**config.mk**
```make
export PLATFORM = sky130hd
export DESIGN_NAME = barrier_core_requester
export DESIGN_NICKNAME = d
export VERILOG_FILES = /design/src/rtl/barrier_core_requester.sv
export SDC_FILE = /design/constraint.sdc
export NUM_CORES = 1
export LEC_CHECK = 0
export BUFFER_PORTS_ARGS = -buffer_cell sky130_fd_sc_hd__buf_4
export CORE_UTILIZATION = 47
export DETAILED_ROUTE_END_ITERATION = 6
export PLACE_DENSITY = 0.74
export SLEW_MARGIN = 20
export SYNTH_ARGS = -nofsm -noshare
export SYNTH_HDL_FRONTEND = slang
export SYNTH_SLANG_ARGS = --single-unit
```
**constraint.sdc**
```tcl
create_clock -name clk_i -period 1.71 [get_ports clk_i]
set_input_delay 0 -clock clk_i [delete_from_list [all_inputs] [get_ports clk_i]]
set_output_delay 0 -clock clk_i [all_outputs]
set_load 0.01 [all_outputs]
```
**src/rtl/barrier_core_requester.sv**
```systemverilog
// Per-core client of the cluster hardware barrier: arrival pulse, clock gating while waiting, release response.
// Optional SLEEP timeout with forced error wake is enabled by defining BARRIER_REQ_TIMEOUT_EN.
module barrier_core_requester #(
    parameter int unsigned NUM_BARRIERS   = 8,
    parameter int unsigned BAR_ID_W       = (NUM_BARRIERS > 1) ? $clog2(NUM_BARRIERS) : 1,
    parameter int unsigned TIMEOUT_CYCLES = 4096
) (
    input  logic                    clk_i,
    input  logic                    rst_ni,
    input  logic                    core_req_i,
    input  logic [BAR_ID_W-1:0]     core_bar_id_i,
    output logic                    core_gnt_o,
    output logic                    core_rvalid_o,
    output logic                    core_err_o,
    output logic                    core_clock_en_o,
    output logic [NUM_BARRIERS-1:0] barrier_get_o,
    input  logic                    barrier_event_i,
    output logic                    busy_o
);

    typedef enum logic [1:0] {
        ST_IDLE   = 2'd0,
        ST_ARRIVE = 2'd1,
        ST_SLEEP  = 2'd2,
        ST_WAKE   = 2'd3
    } state_e;

    localparam logic [31:0] NUM_BARRIERS_EXT = 32'(NUM_BARRIERS);

    function automatic logic [NUM_BARRIERS-1:0] id_onehot(input logic [BAR_ID_W-1:0] id);
        logic [NUM_BARRIERS-1:0] oh;
        oh = {{(NUM_BARRIERS-1){1'b0}}, 1'b1} << id;
        return oh;
    endfunction

    state_e                  state_r;
    state_e                  state_next_s;
    logic [BAR_ID_W-1:0]     id_r;
    logic [BAR_ID_W-1:0]     id_next_s;
    logic                    err_next_s;
    logic                    gnt_s;
    logic                    id_valid_s;
    logic                    timeout_hit_s;
    logic                    err_r;
    logic                    rvalid_r;
    logic                    clk_en_r;
    logic                    busy_r;
    logic [NUM_BARRIERS-1:0] get_r;

    // Zero-extended compare so non-power-of-two barrier counts reject the unused ids.
    assign id_valid_s = (32'(core_bar_id_i) < NUM_BARRIERS_EXT);

`ifdef BARRIER_REQ_TIMEOUT_EN
    localparam int unsigned TMO_W = $clog2(TIMEOUT_CYCLES + 1);
    localparam logic [TMO_W-1:0] TMO_LAST = TMO_W'(TIMEOUT_CYCLES - 1);

    logic [TMO_W-1:0] tmo_cnt_r;

    // SLEEP-cycle counter; held at zero outside SLEEP so every entry starts fresh.
    always_ff @(posedge clk_i or negedge rst_ni) begin
        if (!rst_ni) begin
            tmo_cnt_r <= {TMO_W{1'b0}};
        end else if (state_r == ST_SLEEP) begin
            tmo_cnt_r <= tmo_cnt_r + {{(TMO_W-1){1'b0}}, 1'b1};
        end else begin
            tmo_cnt_r <= {TMO_W{1'b0}};
        end
    end

    assign timeout_hit_s = (tmo_cnt_r == TMO_LAST);
`else
    logic [31:0] unused_timeout_s;
    assign unused_timeout_s = 32'(TIMEOUT_CYCLES);
    assign timeout_hit_s    = 1'b0;
`endif

    // Next-state, id latch and error qualification.
    always_comb begin
        state_next_s = state_r;
        id_next_s    = id_r;
        err_next_s   = 1'b0;
        gnt_s        = 1'b0;
        case (state_r)
            ST_IDLE: begin
                gnt_s = core_req_i;
                if (core_req_i) begin
                    id_next_s = core_bar_id_i;
                    if (id_valid_s) begin
                        state_next_s = ST_ARRIVE;
                    end else begin
                        state_next_s = ST_WAKE;
                        err_next_s   = 1'b1;
                    end
                end else begin
                    state_next_s = ST_IDLE;
                end
            end
            ST_ARRIVE: begin
                // Last arriver: the barrier releases in the same cycle as our get.
                if (barrier_event_i) begin
                    state_next_s = ST_WAKE;
                end else begin
                    state_next_s = ST_SLEEP;
                end
            end
            ST_SLEEP: begin
                if (barrier_event_i) begin
                    state_next_s = ST_WAKE;
                end else if (timeout_hit_s) begin
                    state_next_s = ST_WAKE;
                    err_next_s   = 1'b1;
                end else begin
                    state_next_s = ST_SLEEP;
                end
            end
            ST_WAKE: begin
                state_next_s = ST_IDLE;
            end
            default: begin
                state_next_s = ST_IDLE;
            end
        endcase
    end

    // State register plus outputs registered from the next state, so each is a clean flop.
    always_ff @(posedge clk_i or negedge rst_ni) begin
        if (!rst_ni) begin
            state_r  <= ST_IDLE;
            id_r     <= {BAR_ID_W{1'b0}};
            err_r    <= 1'b0;
            rvalid_r <= 1'b0;
            clk_en_r <= 1'b1;
            busy_r   <= 1'b0;
            get_r    <= {NUM_BARRIERS{1'b0}};
        end else begin
            state_r  <= state_next_s;
            id_r     <= id_next_s;
            err_r    <= err_next_s && (state_next_s == ST_WAKE);
            rvalid_r <= (state_next_s == ST_WAKE);
            clk_en_r <= (state_next_s != ST_SLEEP);
            busy_r   <= (state_next_s != ST_IDLE);
            if (state_next_s == ST_ARRIVE) begin
                get_r <= id_onehot(id_next_s);
            end else begin
                get_r <= {NUM_BARRIERS{1'b0}};
            end
        end
    end

    assign core_gnt_o      = gnt_s;
    assign core_rvalid_o   = rvalid_r;
    assign core_err_o      = err_r;
    assign core_clock_en_o = clk_en_r;
    assign barrier_get_o   = get_r;
    assign busy_o          = busy_r;

endmodule

```
# Word level (Yosys, flattened, before mapping)
# Cells that the tools add are included.
# op_classes
n_eq_ne	6
n_shift	1
mux	7
n_reduce_logical	3
# op_table
op	n
two-way mux 8 bit	1
left shift 1 x 3 -> 8 bit, first input constant	1
equality test 2 bit, second input constant	3
two-way mux 3 bit	2
one-hot mux 2 bit (3 select lines)	1
equality test 2 x 1 -> 1 bit, second input constant	2
two-way mux 1 bit	3
zero test 2 bit	1
inequality test 2 bit, second input constant	1
nonzero test 2 bit	1
OR reduction 2 bit	1
# word_totals
reg_bits	16
in_bits	7
output_inout_bits	13
word_cells	23

# Logic depth before layout (Yosys ltp)
# Gate-level depths: netlist (run 1).
# logic_depth
ltp_word	5
mapped_depth	6
ltp_nobuf	5

# Least setup slack after synthesis (run 1)
# Ideal clock, no wire load.
# synth_path
kind	register -> register
from	register state_r[0]
to	register get_r[3] (netlist: barrier_get_o[3])
setup_time_ps	72
arrival_ps	1341
t_required_ps	1638
path_slack_ps	297
stages_incl_launch_ff	7
path_buffers	1
synth_period_minus_slack_ps	1413
cell_sequence	dfrtp_1 > inv_1 > ha_1 > buf_6 > mux2i_1 > or3b_1 > nor2_1
# synth_between
elab_chain_len	5
elab_cells_between_ends	10
cone_classes	eq/ne: 4; shift: 1; mux: 3; reduce/logical: 2
# synth_rtl
item	line_no	text
start: declaration	36	state_e state_r;
start signal: assignment	136	state_r <= state_next_s;
equality test 2 bit or equality test 2 x 1 -> 1 bit (tied branches)	83	case (state_r)
OR reduction 2 bit (no line)	--	
one-hot mux 2 bit (3 select lines)	83	
equality test 2 x 1 -> 1 bit	142	if (state_next_s == ST_ARRIVE) begin
two-way mux 8 bit (*)	142	
end signal: assignment	134	get_r <= {NUM_BARRIERS{1'b0}};
end signal: assignment	143	get_r <= id_onehot(id_next_s);
end signal: assignment	145	get_r <= {NUM_BARRIERS{1'b0}};
end: declaration	48	logic [NUM_BARRIERS-1:0] get_r;
# Every way passes the cells marked *; elsewhere a longest branch is shown, timed or not.

# Worst setup path in the final report (run 1)
# Same ends and word-level chain as after synthesis.

==> impl_metrics.toml, run 1 <==
[clock_tree]
cts-root-buf = "clkbuf_4"
cts_tree = "yes"
clkLatencyLatePin_ns = 0.30
cts-buffers-inserted = 3
postCtsSetupBuffers = 0
clk_pin_slew_ns = 0.09
clk_path_buf_depth = 2
numClockSinks = 16
htree_levels = 1

[yosys]
yosys_warnings = 0
synth_seq_cells = 16
syn_inst = 57
async_reset_ff_frac = 1.00
syn_nets = 66
ys_types = 24
syn_avg_cell_area_um2 = 11.5
ys_seq_area_frac = 0.614
synth_ff_type = "dfrtp_1"
syn_area_um2 = 654
synth_edf_count = 0

[flow_run]
drv_cap = 0

[timing]
holdWs_ns = -0.00215
tns_ns = 0
finalCritPeriodShare = 0.923
finalSetupViolCount = 0
rsz0062_at_grt = "no"
finalCriticalPeriod_ns = 1.58
finalClockSkew_ns = 0.00497
finalHoldViolCount = 1
slew_violations = 0
fmax_mhz = 634

[power_and_ir_drop]
peakVddDrop_mv = 0.950
p_leak_nw = 0.443
pwr_density_cell_nw_per_um2 = 1480

[setup_path]
cp-start-kind = "flip-flop"
timing.rr.end = "barrier_get_o[3]$_DFF_PN0_"
worst-path-max-fanout = 8
path_class = "flip-flop to flip-flop"
ff2ff_path_depth = 5
worst_setup_path_end_kind = "flip-flop"
worst-r2r-setup-slack_ns = 0.13
arrival_ns = 1.81
r2r_start = "state_r[0]$_DFF_PN0_"
worstPathRequired_ns = 1.94

[detailed_routing]
wl_um = 1260
postRouteAntennaNets = 0
first_iter_violations = 24
drc = 0
wl_per_cell_um = 13.0
vias = 503
vias_per_cell = 5.19
drt_pass1_iterations = 4

[global_routing]
grt_antenna_before_repair = 0
grt.overflow.total = 0
grt_pass1_vias = 439
globalRouteTotalUtil = 0.198
grt_pass1_wl_um = 1870
grt_max_degree = 17

[final_layout]
fillers = 107
n_antenna_cell = 0
layout.nets = 92
regArea_um2 = 402
area_delta_synth_final_pct = 34.2
multi_input_area_um2 = 218
drive_gt1_frac = 0.305

[worst_hold_path]
hp-start = "core_req_i"
worstHoldPathCells = 3
min_path_type = "input pin to flip-flop"
min_to = "id_r[1]$_DFF_PN0_"

[floorplanning]
rows = 13
ios = 20
die_area_um2 = 1550
core_um2 = 1300
initial_core_util = 0.503
die_h_um = 39.3
fp.dieW_um = 39.3

[status]
run_status = "complete, but fails checks"
violations = "negative hold slack"

[placement]
portBuffers = 18
dp_hpwl_um = 782
gp_congestion = 0.828
-- routing by layer --
layer  up-vias  routed length, um  global-route usage  share of wire
li1        242                  -                   -              -
met1       231                505               0.219           0.40
met2        23                608               0.333           0.48
met3         7                 95              0.0511          0.075
met4         0                 54               0.129          0.043
met5         -                  0                   0              0
-- placed cells by master, fill, tap and decap left out --
cell type	instances
conb_1	1
nand2b_1	1
clkbuf_4	3
nor4bb_1	1
and4_1	1
ha_1	1
o211ai_1	1
or3_1	1
and4b_1	2
dfrtp_1	15
mux2_1	1
a31oi_1	4
dfstp_2	1
nor2_1	8
inv_1	4
buf_4	18
o21ai_0	2
dlygate4sd3_1	5
inv_2	1
or3b_1	1
nand2_1	3
and2_1	1
clkbuf_8	1
o21ai_1	1
nand3_1	2
mux2i_1	1
ha_2	1
-- registers in the layout, indices dropped and copies added (netlist names) --
name / cells
barrier_get_o: 8
id_r: 3
state_r: 2
busy_o: 1
core_clock_en_o: 1
core_rvalid_o: 1
-- repair_timing --
item                                    4_1_cts  5_1_grt
endpoints found under the hold margin        20        0
endpoints found under the setup margin        0        2
hold buffers                                  5        0
resized for setup                             0        1
-- cell usage after synthesis, types with 2 or more instances --
library cell / instances / share of area
nand2_1: 3 / 0.017
dfrtp_1: 15 / 0.57
a31oi_1: 4 / 0.038
o21ai_0: 2 / 0.015
nor2_1: 8 / 0.046
nand3_1: 2 / 0.015
and4b_1: 2 / 0.031
inv_1: 4 / 0.023
ha_1: 2 / 0.038
-- how the worst max path moves through the flow --
stage                               startpoint                          to  cells past startpoint
final                     state_r[0]$_DFF_PN0_  barrier_get_o[3]$_DFF_PN0_                      5
after global routing      state_r[1]$_DFF_PN0_  barrier_get_o[2]$_DFF_PN0_                      5
after CTS                 state_r[0]$_DFF_PN0_  barrier_get_o[3]$_DFF_PN0_                      5
after detailed placement  state_r[0]$_DFF_PN0_  barrier_get_o[2]$_DFF_PN0_                      5
after global placement    state_r[0]$_DFF_PN0_  barrier_get_o[3]$_DFF_PN0_                      5
after floorplan           state_r[0]$_DFF_PN0_  barrier_get_o[3]$_DFF_PN0_                      6
-- power breakdown --
part / switching (mW) / internal (mW) / leakage (nW) / total (mW)
logic: 0.288 / 0.228 / 0.215 / 0.516
registers: 0.0410 / 0.490 / 0.207 / 0.531
clock network: 0.125 / 0.130 / 0.0210 / 0.255
total: 0.454 / 0.849 / 0.443 / 1.30
-- logic make-up after synthesis --
| logic type | count (synthesis) | share of synthesized area |
|---|---|---|
| AND/OR/NAND/NOR | 21 | 0.180 |
| buffers and inverters | 7 | 0.0574 |
| adder cells (fa/ha/maj) | 2 | 0.0382 |
| flip-flops | 16 | 0.614 |
| other | 1 | 0.00573 |
| AO/OA/AOI/OAI | 8 | 0.0726 |
| multiplexers | 2 | 0.0325 |
-- layout make-up --
class                      instances  share of cell area
sequential                        16               0.457
multi-input combinational         34               0.248
timing repair buffer              23               0.211
clock buffer                       4              0.0413
inverter                           5              0.0214
tap                               15              0.0214
-- worst max-delay path, cell delays in order (launching register included) --
cell and delay [ns]:
dfrtp_1 0.37, inv_1 0.08, ha_2 0.26, mux2i_1 0.25, or3b_1 0.43, nor2_1 0.14
-- metrics by stage --
step	worst slack, ns	area, um^2	instances	total power, mW	utilization
global route	0.0613	878	97	1.38	0.675
global placement	0.210	790	88	1.01	0.607
finish	0.132	878	97	1.30	0.675
floorplan	0.297	654	57	0.879	-
CTS	0.107	876	97	1.27	0.673
detailed placement	0.151	790	88	1.01	0.607
No activity file was read; power rests on OpenSTA's default activity.
==> run 2: changes to the inputs <==
--- a/config.mk
+++ b/config.mk
@@ -9,6 +9,7 @@
 export CORE_UTILIZATION = 47
 export DETAILED_ROUTE_END_ITERATION = 6
 export PLACE_DENSITY = 0.74
+export SETUP_SLACK_MARGIN = 0.2
 export SLEW_MARGIN = 20
 export SYNTH_ARGS = -nofsm -noshare
 export SYNTH_HDL_FRONTEND = slang
==> constraint.sdc (replaced) <==
create_clock -name clk_i -period 1.71 [get_ports clk_i]
set_input_delay 0.171 -clock clk_i [delete_from_list [all_inputs] [get_ports clk_i]]
set_output_delay 0.171 -clock clk_i [all_outputs]
set_load 0.01 [all_outputs]
==> run 2 against run 1 <==
Net effect:
- worst setup slack better by 0.12 ns
- combinational power grew 15%
- final cell count is 2.1% lower
- clock skew grew 0.0019 ns
- flip-flop and latch count unchanged
- global-route usage shrank 2.2 points
- largest cell class unchanged
- die area stayed put
- fmax grew 8.4%
- critical path type unchanged
- the run now ends clean
- wire length decreased by 9.0%
- sequential share of layout area rose by 0.26 points
- core utilization down 0.38 points
- highest routed layer unchanged
- worst hold slack improved by 0.11 ns
==> impl_metrics.toml, run 2 (synthesis results as in run 1) <==
[placement]
portBuffers = 18
gp_congestion = 0.828
dp_hpwl_um = 782

[clock_tree]
numClockSinks = 16
cts-buffers-inserted = 3
cts_tree = "yes"
cts-root-buf = "clkbuf_4"
clkLatencyLatePin_ns = 0.29
clk_path_buf_depth = 2
htree_levels = 1
clk_pin_slew_ns = 0.10

[power_and_ir_drop]
total_power_mw = 1.38
p_leak_nw = 0.438
pwr_density_cell_nw_per_um2 = 1580
peakVddDrop_mv = 0.995

[worst_hold_path]
min_path_type = "input pin to flip-flop"
worstHoldPathCells = 2

[final_layout]
layout.nets = 90
final_cell_mix = "20 x buf_4, 15 x dfrtp_1, 6 x nor2_1, 4 x a31oi_1"
largest_reg_flops = 8
area_delta_synth_final_pct = 33.5
regArea_um2 = 402
final_common_cell = "buf_4"
n_antenna_cell = 0
multi_input_area_um2 = 238
fillers = 108
drive_gt1_frac = 0.400

[detailed_routing]
wl_um = 1150
first_iter_violations = 9
vias = 494
vias_per_cell = 5.20
wl_per_cell_um = 12.1
postRouteAntennaNets = 0
drc = 0
wl_met1_um = 489
top_layer = "met4"
dr_wl_met3_um = 87
drt_pass1_iterations = 4
wl_met2_um = 543

[timing]
rsz0062_at_grt = "no"
slew_violations = 0
fmax_mhz = 687
finalHoldViolCount = 0
finalClockSkew_ns = 0.00685
finalCriticalPeriod_ns = 1.46
tns_ns = 0
finalSetupViolCount = 0
finalCritPeriodShare = 0.851

[flow_run]
drv_cap = 0

[setup_path]
worstPathRequired_ns = 1.94
crit_slowest_cell = "or3b_4"
max_stage_delay_ns = 0.43
cp_cell_sequence = "inv_1 -> ha_4 -> mux2i_1 -> or3b_4 -> nor2_2"
path_class = "flip-flop to flip-flop"
critPathTopFamily = "simple AND/OR/NAND/NOR gates"
arrival_ns = 1.69
worst-path-buf-inv = 1
ff2ff_path_depth = 5
cp-start-kind = "flip-flop"
cp_num_cells = 5
worst-path-max-fanout = 4
worst_setup_path_end_kind = "flip-flop"

[floorplanning]
initial_core_util = 0.503
fp.dieW_um = 39.3
die_area_um2 = 1550
core_um2 = 1300
rows = 13
die_h_um = 39.3
ios = 20

[global_routing]
grt_antenna_before_repair = 0
grt_pass1_wl_um = 1660
grt_max_degree = 17
grt.overflow.total = 0
grt_pass1_vias = 406
globalRouteTotalUtil = 0.176

[status]
run_status = "finished clean"
run 2: cell types whose count changed in the layout (fill, tap and decap cells not counted), sizes merged:
cell,delta
dlygate4sd3,-4
buf,+2
run 2: stage by stage:
step | cell area, um^2 | setup WS [ns] | hold slack [ns] | std cells | util
after floorplan | 654 | 0.297 | -0.125 | 57 | -
after global placement | 790 | 0.210 | 0.0343 | 88 | 0.607
after detailed placement | 790 | 0.151 | 0.0361 | 88 | 0.607
after CTS | 851 | 0.204 | 0.108 | 93 | 0.654
after global routing | 873 | 0.189 | 0.105 | 95 | 0.671
final | 873 | 0.255 | 0.105 | 95 | 0.671
run 2: final timing paths:
kind / from / endpoint / slack (ns)
max: state_r[0]$_DFF_PN0_ / barrier_get_o[3]$_DFF_PN0_ / 0.25
min: core_bar_id_i[2] / id_r[2]$_DFF_PN0_ / 0.10
max reg2reg: state_r[0]$_DFF_PN0_ / barrier_get_o[3]$_DFF_PN0_ / 0.25
min reg2reg: id_r[2]$_DFF_PN0_ / id_r[2]$_DFF_PN0_ / 0.50
max in group asynchronous: rst_ni / core_clock_en_o$_DFF_PN1_ / 1.21
min in group asynchronous: rst_ni / barrier_get_o[0]$_DFF_PN0_ / 0.25
run 2: cell type report:
cell class,instances,area share
repair buffers,21,0.183
flip-flops and latches,16,0.460
multi-input cells,34,0.272
clock buffers,4,0.0415
inverters,5,0.0215
well taps,15,0.0215
run 2: metal layers:
metal	GRT usage	vias up
li1	-	237
met1	0.185	232
met2	0.292	20
met3	0.0682	5
met4	0.112	0
met5	0	-
run 2: timing repair:
item	4_1_cts	5_1_grt
pin swaps	0	1
hold buffers	1	0
buffers inserted	0	2
endpoints found under the hold margin	16	0
gates resized for setup	3	4
endpoints found under the setup margin	5	4
run 2: report_power, final:
group          switching (mW)  total [mW]  internal [mW]
registers              0.0409       0.532          0.491
clock network           0.122       0.251          0.130
logic                   0.302       0.594          0.292
total                   0.465        1.38          0.912
